===== config.mk =====
export PLATFORM = sky130hd
export DESIGN_NAME = fec_encoder_scheduler
export DESIGN_NICKNAME = d
export VERILOG_FILES = /design/src/rtl/encoder_fec_pkg.sv /design/src/rtl/fec_encoder_scheduler_rr_arbiter.sv /design/src/rtl/fec_encoder_scheduler.sv
export SDC_FILE = /design/constraint.sdc
export NUM_CORES = 1
export LEC_CHECK = 0
export CAP_MARGIN = 20
export CORE_ASPECT_RATIO = 1.75
export CORE_MARGIN = 5
export CORE_UTILIZATION = 35
export DETAILED_ROUTE_END_ITERATION = 16
export GPL_ROUTABILITY_DRIVEN = 0
export PLACE_DENSITY = 0.72
export SYNTH_ARGS = -nofsm -noshare
export SYNTH_HDL_FRONTEND = slang
export SYNTH_HIERARCHICAL = 1
export SYNTH_SLANG_ARGS = --single-unit
export TNS_END_PERCENT = 5

===== constraint.sdc =====
create_clock -name clk -period 2.31 [get_ports clk]
set_input_delay 0.462 -clock clk [delete_from_list [all_inputs] [get_ports clk]]
set_output_delay 0.462 -clock clk [all_outputs]
set_load 0.1 [all_outputs]

===== src/rtl/encoder_fec_pkg.sv =====
`default_nettype none
// ============================================================================
// Package  : encoder_fec_pkg
// Brief    : Shared types and widths for the FEC encoder scheduler slice.
// Revision : 1.0 - initial release
// ============================================================================
package encoder_fec_pkg;

    localparam int MSG_W = 8;
    localparam int ENC_W = 16;

    typedef logic [MSG_W-1:0] message_data_t;
    typedef logic [ENC_W-1:0] encoded_message_data_t;

    typedef enum logic [1:0] {
        IDLE  = 2'd0,
        ISSUE = 2'd1,
        WAIT  = 2'd2,
        RESP  = 2'd3
    } sched_state_t;

    // Index width for n clients; a single client still gets a 1-bit id.
    function automatic int id_width(input int n);
        return (n > 1) ? $clog2(n) : 1;
    endfunction

endpackage
`default_nettype wire


===== src/rtl/fec_encoder_scheduler_rr_arbiter.sv =====
`default_nettype none
// ============================================================================
// Module   : rr_arbiter
// Brief    : Round-robin arbiter, combinational grant, registered pointer.
// Revision : 1.0 - initial release
// ============================================================================
module rr_arbiter
    import encoder_fec_pkg::*;
#(
    parameter int NUM_REQ = 4,
    localparam int ID_W = id_width(NUM_REQ)
) (
    input  logic               clk,
    input  logic               rst,
    input  logic [NUM_REQ-1:0] i_req,
    input  logic               i_advance,
    output logic [NUM_REQ-1:0] o_grant,
    output logic [ID_W-1:0]    o_grant_idx,
    output logic               o_grant_valid
);

    logic [ID_W-1:0] r_ptr;
    logic [ID_W-1:0] w_cand [NUM_REQ];
    logic [ID_W-1:0] w_next_ptr;

    // Candidate k is the client k positions after the pointer, wrapped once.
    generate
        for (genvar k = 0; k < NUM_REQ; k++) begin : g_cand
            logic [ID_W:0] w_sum;
            assign w_sum     = {1'b0, r_ptr} + (ID_W+1)'(k);
            assign w_cand[k] = (w_sum >= (ID_W+1)'(NUM_REQ))
                             ? ID_W'(w_sum - (ID_W+1)'(NUM_REQ))
                             : ID_W'(w_sum);
        end
    endgenerate

    always_comb begin
        o_grant_valid = 1'b0;
        o_grant_idx   = '0;
        for (int k = NUM_REQ - 1; k >= 0; k--) begin
            if (i_req[w_cand[k]]) begin
                o_grant_valid = 1'b1;
                o_grant_idx   = w_cand[k];
            end
        end
        o_grant = o_grant_valid ? (NUM_REQ'(1) << o_grant_idx) : '0;
    end

    assign w_next_ptr = (o_grant_idx == ID_W'(NUM_REQ - 1)) ? '0 : o_grant_idx + ID_W'(1);

    always_ff @(posedge clk) begin
        if (rst) begin
            r_ptr <= '0;
        end else if (i_advance && o_grant_valid) begin
            r_ptr <= w_next_ptr;
        end
    end

endmodule
`default_nettype wire


===== src/rtl/fec_encoder_scheduler.sv =====
`default_nettype none
// ============================================================================
// Module   : fec_encoder_scheduler
// Brief    : Round-robin sharing of one FEC encoder among NUM_REQ clients.
//            The encoder's own reset is active-low and is driven with ~rst.
// Revision : 1.0 - initial release
// ============================================================================
module fec_encoder_scheduler
    import encoder_fec_pkg::*;
#(
    parameter int NUM_REQ     = 4,
    parameter int TIMEOUT_CYC = 4,
    localparam int ID_W = id_width(NUM_REQ)
) (
    input  logic                     clk,
    input  logic                     rst,
    input  logic [NUM_REQ-1:0]       cli_valid,
    input  logic [NUM_REQ*MSG_W-1:0] cli_data,
    output logic [NUM_REQ-1:0]       cli_ready,
    output logic                     enc_en,
    output logic                     enc_req,
    output logic [MSG_W-1:0]         enc_data_in,
    input  logic                     enc_ack,
    input  logic [ENC_W-1:0]         enc_data_out,
    output logic                     out_valid,
    input  logic                     out_ready,
    output logic [ENC_W-1:0]         out_data,
    output logic [ID_W-1:0]          out_id,
    output logic                     timeout_err,
    output logic                     busy
);

    localparam logic [1:0] c_ST_IDLE  = IDLE;
    localparam logic [1:0] c_ST_ISSUE = ISSUE;
    localparam logic [1:0] c_ST_WAIT  = WAIT;
    localparam logic [1:0] c_ST_RESP  = RESP;

    localparam int c_CNT_W = (TIMEOUT_CYC > 1) ? $clog2(TIMEOUT_CYC) : 1;
    localparam logic [c_CNT_W-1:0] c_CNT_LAST = c_CNT_W'(TIMEOUT_CYC - 1);

    logic [1:0]            r_state;
    message_data_t         r_msg;
    logic [ID_W-1:0]       r_id;
    encoded_message_data_t r_out_data;
    logic [c_CNT_W-1:0]    r_cnt;
    logic                  r_timeout_err;

    logic [NUM_REQ-1:0]    w_grant;
    logic [ID_W-1:0]       w_grant_idx;
    logic                  w_grant_valid;
    logic                  w_idle;
    message_data_t         w_cli_msg [NUM_REQ];

    generate
        for (genvar i = 0; i < NUM_REQ; i++) begin : g_cli_msg
            assign w_cli_msg[i] = cli_data[MSG_W*i +: MSG_W];
        end
    endgenerate

    assign w_idle = (r_state == c_ST_IDLE);

    rr_arbiter #(
        .NUM_REQ (NUM_REQ)
    ) u_rr_arbiter (
        .clk           (clk),
        .rst           (rst),
        .i_req         (cli_valid),
        .i_advance     (w_idle),
        .o_grant       (w_grant),
        .o_grant_idx   (w_grant_idx),
        .o_grant_valid (w_grant_valid)
    );

    always_ff @(posedge clk) begin
        if (rst) begin
            r_state       <= c_ST_IDLE;
            r_msg         <= '0;
            r_id          <= '0;
            r_out_data    <= '0;
            r_cnt         <= '0;
            r_timeout_err <= 1'b0;
        end else begin
            r_timeout_err <= 1'b0;
            case (r_state)
                c_ST_IDLE: begin
                    if (w_grant_valid) begin
                        r_msg   <= w_cli_msg[w_grant_idx];
                        r_id    <= w_grant_idx;
                        r_state <= c_ST_ISSUE;
                    end
                end
                c_ST_ISSUE: begin
                    r_cnt   <= '0;
                    r_state <= c_ST_WAIT;
                end
                c_ST_WAIT: begin
                    // An ack on the last allowed cycle still beats the timeout.
                    if (enc_ack) begin
                        r_out_data <= enc_data_out;
                        r_state    <= c_ST_RESP;
                    end else if (r_cnt == c_CNT_LAST) begin
                        r_timeout_err <= 1'b1;
                        r_state       <= c_ST_IDLE;
                    end else begin
                        r_cnt <= r_cnt + c_CNT_W'(1);
                    end
                end
                c_ST_RESP: begin
                    if (out_ready) begin
                        r_state <= c_ST_IDLE;
                    end
                end
                default: r_state <= c_ST_IDLE;
            endcase
        end
    end

    assign cli_ready   = (w_idle && !rst) ? w_grant : '0;
    assign enc_en      = (r_state == c_ST_ISSUE);
    assign enc_req     = (r_state == c_ST_ISSUE);
    assign enc_data_in = (r_state == c_ST_ISSUE) ? r_msg : '0;
    assign out_valid   = (r_state == c_ST_RESP);
    assign out_data    = r_out_data;
    assign out_id      = r_id;
    assign timeout_err = r_timeout_err;
    assign busy        = !w_idle;

endmodule
`default_nettype wire


==> results.md <==
- Post-synth EDFFs: 0
- Vias per cell: 4.96
- Kind of critical path: in -> out
- Busiest grt layer: met2
- Max Clock Skew: 4.32 ps
- Max-cap violations: 0
- Fillers: 459
- Met1 usage: 0.130
- Antenna cell count: 0
- Clk slew on worst S/H paths: 70 ps
- WL/cell: 13.6 µm
- Commonest non-fill, non-tap cell in the layout: nand2_1
- Vias in the first global route: 1804
- Maximum vdd ir drop: 0.669 mV
- Tcrit/Tclk final: 0.989
- Seq/Total Area, Yosys: 0.368
- H-tree Lvls: 2
- Post-Syn Area: 1790 µm²
- Net Count, Synth: 274
- Final worst setup slack: 25.1 ps
- Initial antenna violation count: 0
- P per Cell Area: 781 nW/µm²
- Final hold vios: 0
- Overall Power: 2.38 mW
- Status: finished clean
- GR Util met2: 0.258
- Placement Setup Slack: -346 ps
- TritonCTS Buffers: 5
- Core area: 4980 µm²
- Yosys warning count: 6
- FFs w/ async S/R, synth: 0
- Worst setup SP type: input port
- Synth Instances: 207
- Final cell count without fillers: 357
- Post-Layout Inst Area: 3050 µm²
- CTS Sinks: 33
- Most frequent cells in the layout: 54 x nand2_1, 51 x clkdlybuf4s50_1, 31 x a21oi_1, 31 x dfxtp_1, 28 x buf_4
- Residual DRC: 0
- Period minus WS final: 2280 ps
- Utilization after layout: 0.612
- Row count: 34
- DPL Wire Length: 3.88 mm
- Vias post-DR: 1769
- Prevailing post-synth register cell: dfxtp_1
- Tot GR Track Use: 0.139
- Yosys cell types: 33
- Cells along the critical path: dlygate4sd2_1 -> buf_6 -> o211ai_1 -> ha_2 -> nor2b_1 -> and2_4 -> buf_12
- CP Data Required Time: 1850 ps
- # setup viols final: 0
- CTS Root Cell: clkbuf_8
- Placed Area: 2880 µm²
- Final antenna-violating net count: 0
- CTS tree: built
- Cells after DPL: 349
- Io pins: 91
- GRT overflow: 0
- Final Max Tran Viols: 0
- Max Clk Rate: 438 MHz
- CP max stage delay: 250 ps
- Relative slew margins: 0.644
- Crit path max-delay cell type: dlygate4sd2_1
- 1st-iter DRT viols: 30
- Largest net degree at the start of global routing: 34
- Seq cells post-synth: 33
- Die width: 64.1 µm
- Area delta synth->final: 70.0%
- Worst path bufs/invs: 3
- Final WL: 4.86 mm
- Die Area: 6710 µm²
- Worst-margin pin slew: 532 ps
- Die Y: 105 µm
- Worst path arrival time: 1820 ps
- Global-route wire length before repair: 7.75 mm
- Fin nets: 370
- Syn Area/Cell: 8.66 µm²
- Hold Crit Class: reg -> reg
- Clk buf depth: 2
- CP endpoint kind: output port
- Clock Latency Late Sink: 280 ps
- Initial Util: 0.360
- Met3 Track Usage GR: 0.0666
- Crit path max fanout: 7
- Ratio of cells with drive above 1 in the final layout: 0.290
- Drt pass-1 iters: 4
- Leakage: 1.23 nW
- Buffers on Ports: 90
- Crit path max-delay family: buffers and inverters
[logic make-up (layout without fill, tap and decap cells)]
group                      count (synthesis)  in the layout  synth area share
and+or+nand+nor                           88             88             0.244
adders and majority gates                 11             11            0.0768
DFF                                       33             33             0.368
buffers and inverters                     16            112            0.0419
AOI/OAI and AO/OA                         50             50             0.163
muxes                                      9              9             0.106
[layout make-up]
class	count	area [µm²]	share of cell area
inverters	5	18.8	0.00616
repair buffers	100	1070	0.350
flip-flops and latches	33	663	0.218
clock buffers	7	86.3	0.0283
well taps	54	67.6	0.0222
multi-input cells	158	1140	0.376
[layer usage]
layer  up-vias  share of wire
li1        896              -
met1       795           0.34
met5         -              0
met2        69           0.53
met3         9           0.11
met4         0          0.017
[through the flow]
step / hold slack (ps) / TNS [ps]
floorplan: 432 / -1070
global placement: 437 / -3530
detailed placement: 444 / -3570
CTS: 453 / 0
finish: 450 / 0
global route: 471 / -32.1
[report_power, final]
part           internal [mW]  switching (mW)  leakage, nW  total (mW)
registers              0.641          0.0502        0.270       0.691
logic                  0.522           0.736        0.917        1.26
clock network          0.236           0.194       0.0443       0.430
total                   1.40           0.980         1.23        2.38
[worst min-delay path, stage by stage, from the launching register on]
cell	delay (ps)
dfxtp_1	310
nand2_1	50
a21oi_1	50
[cells in the mapped netlist, drive strengths merged (2+ instances only)]
master | n | area (µm²)
inv | 5 | 18.8
nor2b | 10 | 62.6
mux4 | 8 | 180
ha | 11 | 138
buf | 5 | 33.8
nor2 | 2 | 7.51
dfxtp | 33 | 661
o21a | 3 | 22.5
and2 | 14 | 88.8
nand2 | 54 | 203
clkbuf | 6 | 22.5
or4 | 2 | 15.0
a21oi | 31 | 155
o21bai | 3 | 22.5
o21ai | 5 | 25.0
[final timing paths]
kind | from | slack, ps | cells past startpoint | end
worst max-delay path | cli_valid[3] | 30 | 7 | cli_ready[0]
worst min register to register | r_msg[5] | 450 | 2 | r_msg[5]
worst min-delay path | r_msg[5] | 450 | 2 | r_msg[5]
worst max register to register | u_rr_arbiter/r_ptr[0] | 460 | 7 | r_msg[2]
[state kept, by name, indices dropped and copies added, names as in the netlist]
register,cells
out_data,16
r_msg,8
out_id,2
r_cnt,2
r_state,2
u_rr_arbiter/r_ptr,2
timeout_err,1
[what timing repair did]
action                                  in CTS  in global routing
gates cloned                                 0                  0
resized for setup                           27                 14
buffers inserted                             1                  0
pin swaps                                    8                  5
endpoints found under the setup margin       4                  4
hold buffers                                 0                  0
Note: power is estimated with default switching activity, not from simulation.
